--- src/rtl/hazard_unit_if.sv ---
// Bundle between the pipeline and the hazard unit: ID/EX/MEM/WB observation inputs,
// stall/flush/bubble controls, forwarding selects and statistics counters.
interface hazard_if;
    logic [3:0]  rn_id, rm_id, rd_id;
    logic        use_rn, use_rm, use_rd;
    logic [3:0]  rd_ex, rd_mem, rd_wb;
    logic        rf_le_ex, rf_le_mem, rf_le_wb;
    logic        load_ex;
    logic        mem_busy;
    logic        branch_taken;
    logic        stats_clr;
    logic        nop_sel, pc_le, ifid_le, ifid_clr, pipe_hold;
    logic [1:0]  fwd_a, fwd_b, fwd_c;
    logic [15:0] stall_cnt, bubble_cnt;

    modport master (
        output rn_id, rm_id, rd_id, use_rn, use_rm, use_rd,
               rd_ex, rd_mem, rd_wb, rf_le_ex, rf_le_mem, rf_le_wb,
               load_ex, mem_busy, branch_taken, stats_clr,
        input  nop_sel, pc_le, ifid_le, ifid_clr, pipe_hold,
               fwd_a, fwd_b, fwd_c, stall_cnt, bubble_cnt
    );

    modport slave (
        input  rn_id, rm_id, rd_id, use_rn, use_rm, use_rd,
               rd_ex, rd_mem, rd_wb, rf_le_ex, rf_le_mem, rf_le_wb,
               load_ex, mem_busy, branch_taken, stats_clr,
        output nop_sel, pc_le, ifid_le, ifid_clr, pipe_hold,
               fwd_a, fwd_b, fwd_c, stall_cnt, bubble_cnt
    );
endinterface

--- src/rtl/hazard_unit.sv ---
// Load-use / memory-wait / branch hazard controller with EX operand forwarding.
// Optional statistics counters are built only when HAZ_STATS_EN is defined.
module hazard_unit #(
    parameter int         LOAD_LAT = 1,
    parameter logic [3:0] PC_REG   = 4'd15
) (
    input  logic clk,
    input  logic reset_n,
    hazard_if.slave hif
);
    typedef enum logic [1:0] {RUN, LOAD_STALL, MEM_WAIT} state_t;

    localparam logic [2:0] LC_LAT_M1 = 3'(LOAD_LAT - 1);

    state_t     r_state;
    logic [2:0] r_stall_left;

    logic       w_load_use, w_ex_fwd_ok;
    logic       w_nop, w_pc_le, w_ifid_le, w_ifid_clr, w_hold;
    logic [1:0] w_fwd_a, w_fwd_b, w_fwd_c;

    function automatic logic [1:0] fwd_sel(
        input logic [3:0] src,    input logic used,
        input logic       ex_ok,  input logic [3:0] ex_rd,
        input logic       mem_le, input logic [3:0] mem_rd,
        input logic       wb_le,  input logic [3:0] wb_rd
    );
        if (!used || src == PC_REG) return 2'b00;
        if (ex_ok && ex_rd == src)  return 2'b01;
        if (mem_le && mem_rd == src) return 2'b10;
        if (wb_le && wb_rd == src)  return 2'b11;
        return 2'b00;
    endfunction

    // A load in EX has no data yet, so it never forwards from EX.
    assign w_ex_fwd_ok = hif.rf_le_ex & ~hif.load_ex;

    assign w_fwd_a = fwd_sel(hif.rn_id, hif.use_rn, w_ex_fwd_ok, hif.rd_ex,
                             hif.rf_le_mem, hif.rd_mem, hif.rf_le_wb, hif.rd_wb);
    assign w_fwd_b = fwd_sel(hif.rm_id, hif.use_rm, w_ex_fwd_ok, hif.rd_ex,
                             hif.rf_le_mem, hif.rd_mem, hif.rf_le_wb, hif.rd_wb);
    assign w_fwd_c = fwd_sel(hif.rd_id, hif.use_rd, w_ex_fwd_ok, hif.rd_ex,
                             hif.rf_le_mem, hif.rd_mem, hif.rf_le_wb, hif.rd_wb);

    assign w_load_use = hif.load_ex & hif.rf_le_ex & (hif.rd_ex != PC_REG) &
                        ((hif.use_rn & (hif.rn_id == hif.rd_ex)) |
                         (hif.use_rm & (hif.rm_id == hif.rd_ex)) |
                         (hif.use_rd & (hif.rd_id == hif.rd_ex)));

    always_comb begin
        w_nop      = 1'b0;
        w_pc_le    = 1'b1;
        w_ifid_le  = 1'b1;
        w_ifid_clr = 1'b0;
        w_hold     = 1'b0;
        case (r_state)
            RUN: begin
                if (hif.mem_busy) begin
                    w_hold = 1'b1; w_pc_le = 1'b0; w_ifid_le = 1'b0;
                end else if (w_load_use) begin
                    w_nop = 1'b1; w_pc_le = 1'b0; w_ifid_le = 1'b0;
                end else if (hif.branch_taken) begin
                    w_ifid_clr = 1'b1;
                end
            end
            LOAD_STALL: begin
                w_nop = 1'b1; w_pc_le = 1'b0; w_ifid_le = 1'b0;
            end
            MEM_WAIT: begin
                // Release cycle keeps bubbling if a load stall is still pending.
                if (hif.mem_busy) begin
                    w_hold = 1'b1; w_pc_le = 1'b0; w_ifid_le = 1'b0;
                end else if (r_stall_left != 3'd0) begin
                    w_nop = 1'b1; w_pc_le = 1'b0; w_ifid_le = 1'b0;
                end
            end
            default: ;
        endcase
    end

    always_ff @(posedge clk or negedge reset_n) begin
        if (!reset_n) begin
            r_state      <= RUN;
            r_stall_left <= 3'd0;
        end else begin
            case (r_state)
                RUN: begin
                    if (hif.mem_busy) begin
                        r_state <= MEM_WAIT;
                    end else if (w_load_use && (LOAD_LAT > 1)) begin
                        r_state      <= LOAD_STALL;
                        r_stall_left <= LC_LAT_M1;
                    end
                end
                LOAD_STALL: begin
                    if (hif.mem_busy) begin
                        r_state <= MEM_WAIT;
                    end else if (r_stall_left == 3'd1) begin
                        r_state      <= RUN;
                        r_stall_left <= 3'd0;
                    end else begin
                        r_stall_left <= r_stall_left - 3'd1;
                    end
                end
                MEM_WAIT: begin
                    if (!hif.mem_busy)
                        r_state <= (r_stall_left != 3'd0) ? LOAD_STALL : RUN;
                end
                default: r_state <= RUN;
            endcase
        end
    end

    assign hif.nop_sel   = ~reset_n | w_nop;
    assign hif.pc_le     = reset_n & w_pc_le;
    assign hif.ifid_le   = reset_n & w_ifid_le;
    assign hif.ifid_clr  = reset_n & w_ifid_clr;
    assign hif.pipe_hold = reset_n & w_hold;
    assign hif.fwd_a     = reset_n ? w_fwd_a : 2'b00;
    assign hif.fwd_b     = reset_n ? w_fwd_b : 2'b00;
    assign hif.fwd_c     = reset_n ? w_fwd_c : 2'b00;

`ifdef HAZ_STATS_EN
    logic [15:0] r_stall_cnt, r_bubble_cnt;

    always_ff @(posedge clk or negedge reset_n) begin
        if (!reset_n) begin
            r_stall_cnt  <= 16'd0;
            r_bubble_cnt <= 16'd0;
        end else if (hif.stats_clr) begin
            r_stall_cnt  <= 16'd0;
            r_bubble_cnt <= 16'd0;
        end else begin
            if (!w_pc_le && r_stall_cnt != 16'hFFFF)
                r_stall_cnt <= r_stall_cnt + 16'd1;
            if (w_nop && r_bubble_cnt != 16'hFFFF)
                r_bubble_cnt <= r_bubble_cnt + 16'd1;
        end
    end

    assign hif.stall_cnt  = r_stall_cnt;
    assign hif.bubble_cnt = r_bubble_cnt;
`else
    logic w_unused;
    assign w_unused       = hif.stats_clr;
    assign hif.stall_cnt  = 16'd0;
    assign hif.bubble_cnt = 16'd0;
`endif
endmodule

--- src/flat_wrapper.sv ---
// flat-port wrapper written by rule: the top's interface ports become plain ports
module hazard_unit_flat 
#(
    parameter int         LOAD_LAT = 1,
    parameter logic [3:0] PC_REG   = 4'd15
)
  (clk, reset_n, hif_rn_id, hif_rm_id, hif_rd_id, hif_use_rn, hif_use_rm, hif_use_rd, hif_rd_ex, hif_rd_mem, hif_rd_wb, hif_rf_le_ex, hif_rf_le_mem, hif_rf_le_wb, hif_load_ex, hif_mem_busy, hif_branch_taken, hif_stats_clr, hif_nop_sel, hif_pc_le, hif_ifid_le, hif_ifid_clr, hif_pipe_hold, hif_fwd_a, hif_fwd_b, hif_fwd_c, hif_stall_cnt, hif_bubble_cnt);
  hazard_if hif_i ();
  input  logic clk;
  input  logic reset_n;
  input wire logic [$bits(hif_i.rn_id)-1:0] hif_rn_id;
  input wire logic [$bits(hif_i.rm_id)-1:0] hif_rm_id;
  input wire logic [$bits(hif_i.rd_id)-1:0] hif_rd_id;
  input wire logic [$bits(hif_i.use_rn)-1:0] hif_use_rn;
  input wire logic [$bits(hif_i.use_rm)-1:0] hif_use_rm;
  input wire logic [$bits(hif_i.use_rd)-1:0] hif_use_rd;
  input wire logic [$bits(hif_i.rd_ex)-1:0] hif_rd_ex;
  input wire logic [$bits(hif_i.rd_mem)-1:0] hif_rd_mem;
  input wire logic [$bits(hif_i.rd_wb)-1:0] hif_rd_wb;
  input wire logic [$bits(hif_i.rf_le_ex)-1:0] hif_rf_le_ex;
  input wire logic [$bits(hif_i.rf_le_mem)-1:0] hif_rf_le_mem;
  input wire logic [$bits(hif_i.rf_le_wb)-1:0] hif_rf_le_wb;
  input wire logic [$bits(hif_i.load_ex)-1:0] hif_load_ex;
  input wire logic [$bits(hif_i.mem_busy)-1:0] hif_mem_busy;
  input wire logic [$bits(hif_i.branch_taken)-1:0] hif_branch_taken;
  input wire logic [$bits(hif_i.stats_clr)-1:0] hif_stats_clr;
  output wire logic [$bits(hif_i.nop_sel)-1:0] hif_nop_sel;
  output wire logic [$bits(hif_i.pc_le)-1:0] hif_pc_le;
  output wire logic [$bits(hif_i.ifid_le)-1:0] hif_ifid_le;
  output wire logic [$bits(hif_i.ifid_clr)-1:0] hif_ifid_clr;
  output wire logic [$bits(hif_i.pipe_hold)-1:0] hif_pipe_hold;
  output wire logic [$bits(hif_i.fwd_a)-1:0] hif_fwd_a;
  output wire logic [$bits(hif_i.fwd_b)-1:0] hif_fwd_b;
  output wire logic [$bits(hif_i.fwd_c)-1:0] hif_fwd_c;
  output wire logic [$bits(hif_i.stall_cnt)-1:0] hif_stall_cnt;
  output wire logic [$bits(hif_i.bubble_cnt)-1:0] hif_bubble_cnt;
  assign hif_i.rn_id = hif_rn_id;
  assign hif_i.rm_id = hif_rm_id;
  assign hif_i.rd_id = hif_rd_id;
  assign hif_i.use_rn = hif_use_rn;
  assign hif_i.use_rm = hif_use_rm;
  assign hif_i.use_rd = hif_use_rd;
  assign hif_i.rd_ex = hif_rd_ex;
  assign hif_i.rd_mem = hif_rd_mem;
  assign hif_i.rd_wb = hif_rd_wb;
  assign hif_i.rf_le_ex = hif_rf_le_ex;
  assign hif_i.rf_le_mem = hif_rf_le_mem;
  assign hif_i.rf_le_wb = hif_rf_le_wb;
  assign hif_i.load_ex = hif_load_ex;
  assign hif_i.mem_busy = hif_mem_busy;
  assign hif_i.branch_taken = hif_branch_taken;
  assign hif_i.stats_clr = hif_stats_clr;
  assign hif_nop_sel = hif_i.nop_sel;
  assign hif_pc_le = hif_i.pc_le;
  assign hif_ifid_le = hif_i.ifid_le;
  assign hif_ifid_clr = hif_i.ifid_clr;
  assign hif_pipe_hold = hif_i.pipe_hold;
  assign hif_fwd_a = hif_i.fwd_a;
  assign hif_fwd_b = hif_i.fwd_b;
  assign hif_fwd_c = hif_i.fwd_c;
  assign hif_stall_cnt = hif_i.stall_cnt;
  assign hif_bubble_cnt = hif_i.bubble_cnt;
  hazard_unit #(.LOAD_LAT(LOAD_LAT), .PC_REG(PC_REG)) u_core (.clk(clk), .reset_n(reset_n), .hif(hif_i));
endmodule
--- config.mk ---
export PLATFORM = sky130hd
export DESIGN_NAME = hazard_unit_flat
export DESIGN_NICKNAME = d
export VERILOG_FILES = /design/src/rtl/hazard_unit_if.sv /design/src/rtl/hazard_unit.sv /design/src/flat_wrapper.sv
export SDC_FILE = /design/constraint.sdc
export NUM_CORES = 1
export LEC_CHECK = 0
export ABC_AREA = 1
export ABC_CLOCK_PERIOD_IN_PS = 2600
export CORE_MARGIN = 2
export CORE_UTILIZATION = 41
export DETAILED_ROUTE_END_ITERATION = 10
export PLACE_DENSITY = 0.87
export SLEW_MARGIN = 5
export SYNTH_ARGS = -nofsm -noshare
export SYNTH_HDL_FRONTEND = slang
export SYNTH_SLANG_ARGS = --single-unit
--- constraint.sdc ---
create_clock -name clk -period 2.6 [get_ports clk]
set_clock_uncertainty 0.1 [all_clocks]
set_input_delay 0.52 -clock clk [delete_from_list [all_inputs] [get_ports clk]]
set_output_delay 0.52 -clock clk [all_outputs]
set_load 0.1 [all_outputs]
==> results.cfg <==
[place]
port_buffers = 45
dp.cells = 344
setup_ws_pre_cts_ns = -0.152
dp_hpwl_um = 3460
detailed_place.area_um2 = 1990
place_congestion = 0.940

[synth]
ys.warnings.count = 0
syn_inst = 235
synthDistinctLibCells = 26
yosys.area_share.simple = 0.415
synth_sequential_area_ratio = 0.0953
synth_compound_area_frac = 0.131
yosys.area_share.xor_xnor = 0.0267
ys_async_sr_fraction = 1.00
post_synth_fa_ha_maj_area_fraction = 0.0286
synth.mux.area_fraction = 0
synth_top_family_by_area = simple AND/OR/NAND/NOR gates
number_of_synthesized_flops_with_an_enable_pin = 0
synth-main-ff-cell = dfrtp_1
cell_area_after_technology_mapping_um2 = 1310
syn_avg_cell_area_um2 = 5.59
count_of_state_elements_after_synthesis = 5

[floorplan]
core.rowCount = 20
die_width_um = 60.6
die_h_um = 60.6
pin_count = 79
floorplan.core_area_um2 = 3050
initial_util = 0.430
floorplan.die_area_um2 = 3670

[clocking]
cts_inserted_buffers = 3
cts_hold_repair.buffers = 0
ctsLongestPathBuffers = 2
insertion_delay_ns = 0.24
cts.sinks = 5
clk_pin_slew_ns = 0.04
cts-htree-levels = 1
cts_tree = done
clk_root_buffer_cell = clkbuf_4

[pwr]
total_power_mw = 0.917
highest_ir_drop_seen_on_vdd_mv = 0.258
p_leak_nw = 1.13
cellPowerDensity_nw_per_um2 = 445

[drt]
drt_iter0_markers = 61
viasPerCell = 4.78
drt_pre_antenna_iters = 4
wl_per_cell_um = 11.7
finalWirelength_um = 4080
drcViolationCount = 0
via_count = 1668
drt.antenna.violating_nets = 0

[grt]
grt_pass1_wl_um = 6610
grt_max_degree = 9
initial_antenna_violation_count = 0
globalRoute.totalOverflow = 0
grtUsageTotal = 0.236
first_global_vias = 1501

[timing]
hold_viol_final = 0
post-route-period-util = 0.972
final-max-slew-violation-count = 0
maxClockFrequency_mhz = 396
setup-violations-final = 0
least_setup_slack_across_all_paths_after_layout_ns = 0.0735
period_minus_slack_ns = 2.53

[final_layout]
area_growth_syn_to_layout_pct = 56.8
antenna_cells = 0
design.final.nets = 345
layout-drive-gt1-share = 0.233
finalInstanceArea_um2 = 2060
fin_cells = 349

[job]
max_cap_violations = 0

[hold_path]
hold_class = in -> async

[setup_path]
startpoint_type = input port
worst_r2r_path_depth = 5
worstSetupPathType = in -> out
worst_path_required_ns = 1.98
setup.reg_to_reg.worst_slack_ns = 1.27
path_cells = clkdlybuf4s50_1, o21ai_0, a21oi_1, nand4_1, a21oi_4, buf_12
critPathSlowestCell = clkdlybuf4s50_1
reg2reg_from = u_core.r_state[1]
setup.worst_path.end_class = primary output
cp_data_arrival_time_ns = 1.91
crit_path_max_incr_delay_ns = 0.49
cp_max_fo = 3
worst_r2r_endpoint = u_core.r_stall_left[0]

[outcome]
status = completed
==> routing by layer <==
metal  track usage  up-vias  part of all wire
met5             0        -                 0
met4        0.0342        0            0.0071
met3        0.0320        4             0.068
met2         0.410       84              0.50
met1         0.318      755              0.42
li1              -      825                 -
==> worst max-delay path by stage <==
stage,endpoint,cells after the start,from,slack (ns)
detailed placement,hif_ifid_le,11,hif_rd_ex[2],-0.15
CTS,hif_ifid_clr,11,hif_rd_ex[1],0.003
global route,hif_pc_le,11,hif_rm_id[2],-0.008
finish,hif_fwd_a[1],6,hif_rf_le_mem,0.07
floorplan,hif_fwd_c[0],4,hif_rd_ex[3],-0.42
global placement,hif_fwd_b[0],9,hif_rm_id[2],-0.15
==> through the flow <==
stage	setup TNS, ns	hold slack (ns)	util
2_1_floorplan	-0.809	0.124	-
3_3_place_gp	-1.01	0.370	0.651
3_5_place_dp	-1.27	0.377	0.651
4_1_cts	0	0.388	0.666
5_1_grt	-0.0145	0.0438	0.674
6_report	0	0.0521	0.674
==> cells by family after synthesis <==
group | count (synthesis)
flops | 5
xor+xnor | 4
simple gates | 120
other cells | 1
buf+inv | 72
fa+ha+maj | 3
compound gates | 30
==> cell usage after synthesis (2+ instances only) <==
cell type / n / area (um2)
nand4_1: 10 / 62.6
a21oi_1: 11 / 55.1
nor3_2: 4 / 40.0
buf_4: 33 / 248
nand3_2: 3 / 30.0
xnor2_1: 3 / 26.3
nand2_1: 61 / 229
o21ai_0: 8 / 40.0
nand3_1: 11 / 55.1
dfrtp_1: 5 / 125
inv_1: 32 / 120
nand2_2: 2 / 12.5
ha_1: 3 / 37.5
o22ai_1: 7 / 43.8
nor2_2: 2 / 12.5
nor2_1: 26 / 97.6
inv_2: 5 / 18.8
==> critical path, delay by kind of cell <==
kind	cells	cell delay [ns]
simple gates	1	0.21
compound gates	3	0.49
buf+inv	2	0.69
==> repair_timing <==
item | in CTS | in global routing
pin swaps | 9 | 6
endpoints found under the setup margin | 10 | 10
setup buffers | 1 | 0
resized for setup | 33 | 8
==> placed cells by master, fill, tap and decap left out, types with 3 or more instances in the layout <==
cell,n
nor2_1,24
nand3_2,3
xnor2_1,3
dlygate4sd2_1,20
nand2_1,61
buf_12,11
inv_1,28
nor3_2,5
clkbuf_4,3
inv_2,9
nand4_1,10
buf_4,25
nor2_2,3
conb_1,32
dfrtp_1,5
nand3_1,10
o21ai_0,7
a21oi_2,7
o22ai_1,7
clkdlybuf4s50_1,8
ha_1,3
a21oi_1,4
dlymetal6s2s_1,6
==> flip-flops by register name, summed over array words and instances (netlist names) <==
name,count
u_core.r_state,2
u_core.r_stall_left,3
==> where the power goes <==
group / internal, mW / leakage [nW] / switching (mW)
clock network: 0.0579 / 0.0150 / 0.0300
logic: 0.202 / 1.05 / 0.494
registers: 0.107 / 0.0622 / 0.0265
==> cell type report <==
| type | instances | area (um2) |
|---|---|---|
| Tap cell | 44 | 55.1 |
| Inverter | 37 | 139 |
| Timing Repair Buffer | 70 | 738 |
| Clock buffer | 4 | 26.3 |
| Multi-Input combinational cell | 189 | 975 |
| Fill cell | 305 | 995 |
| Sequential cell | 5 | 125 |
Power figures use the tool's default switching activity.
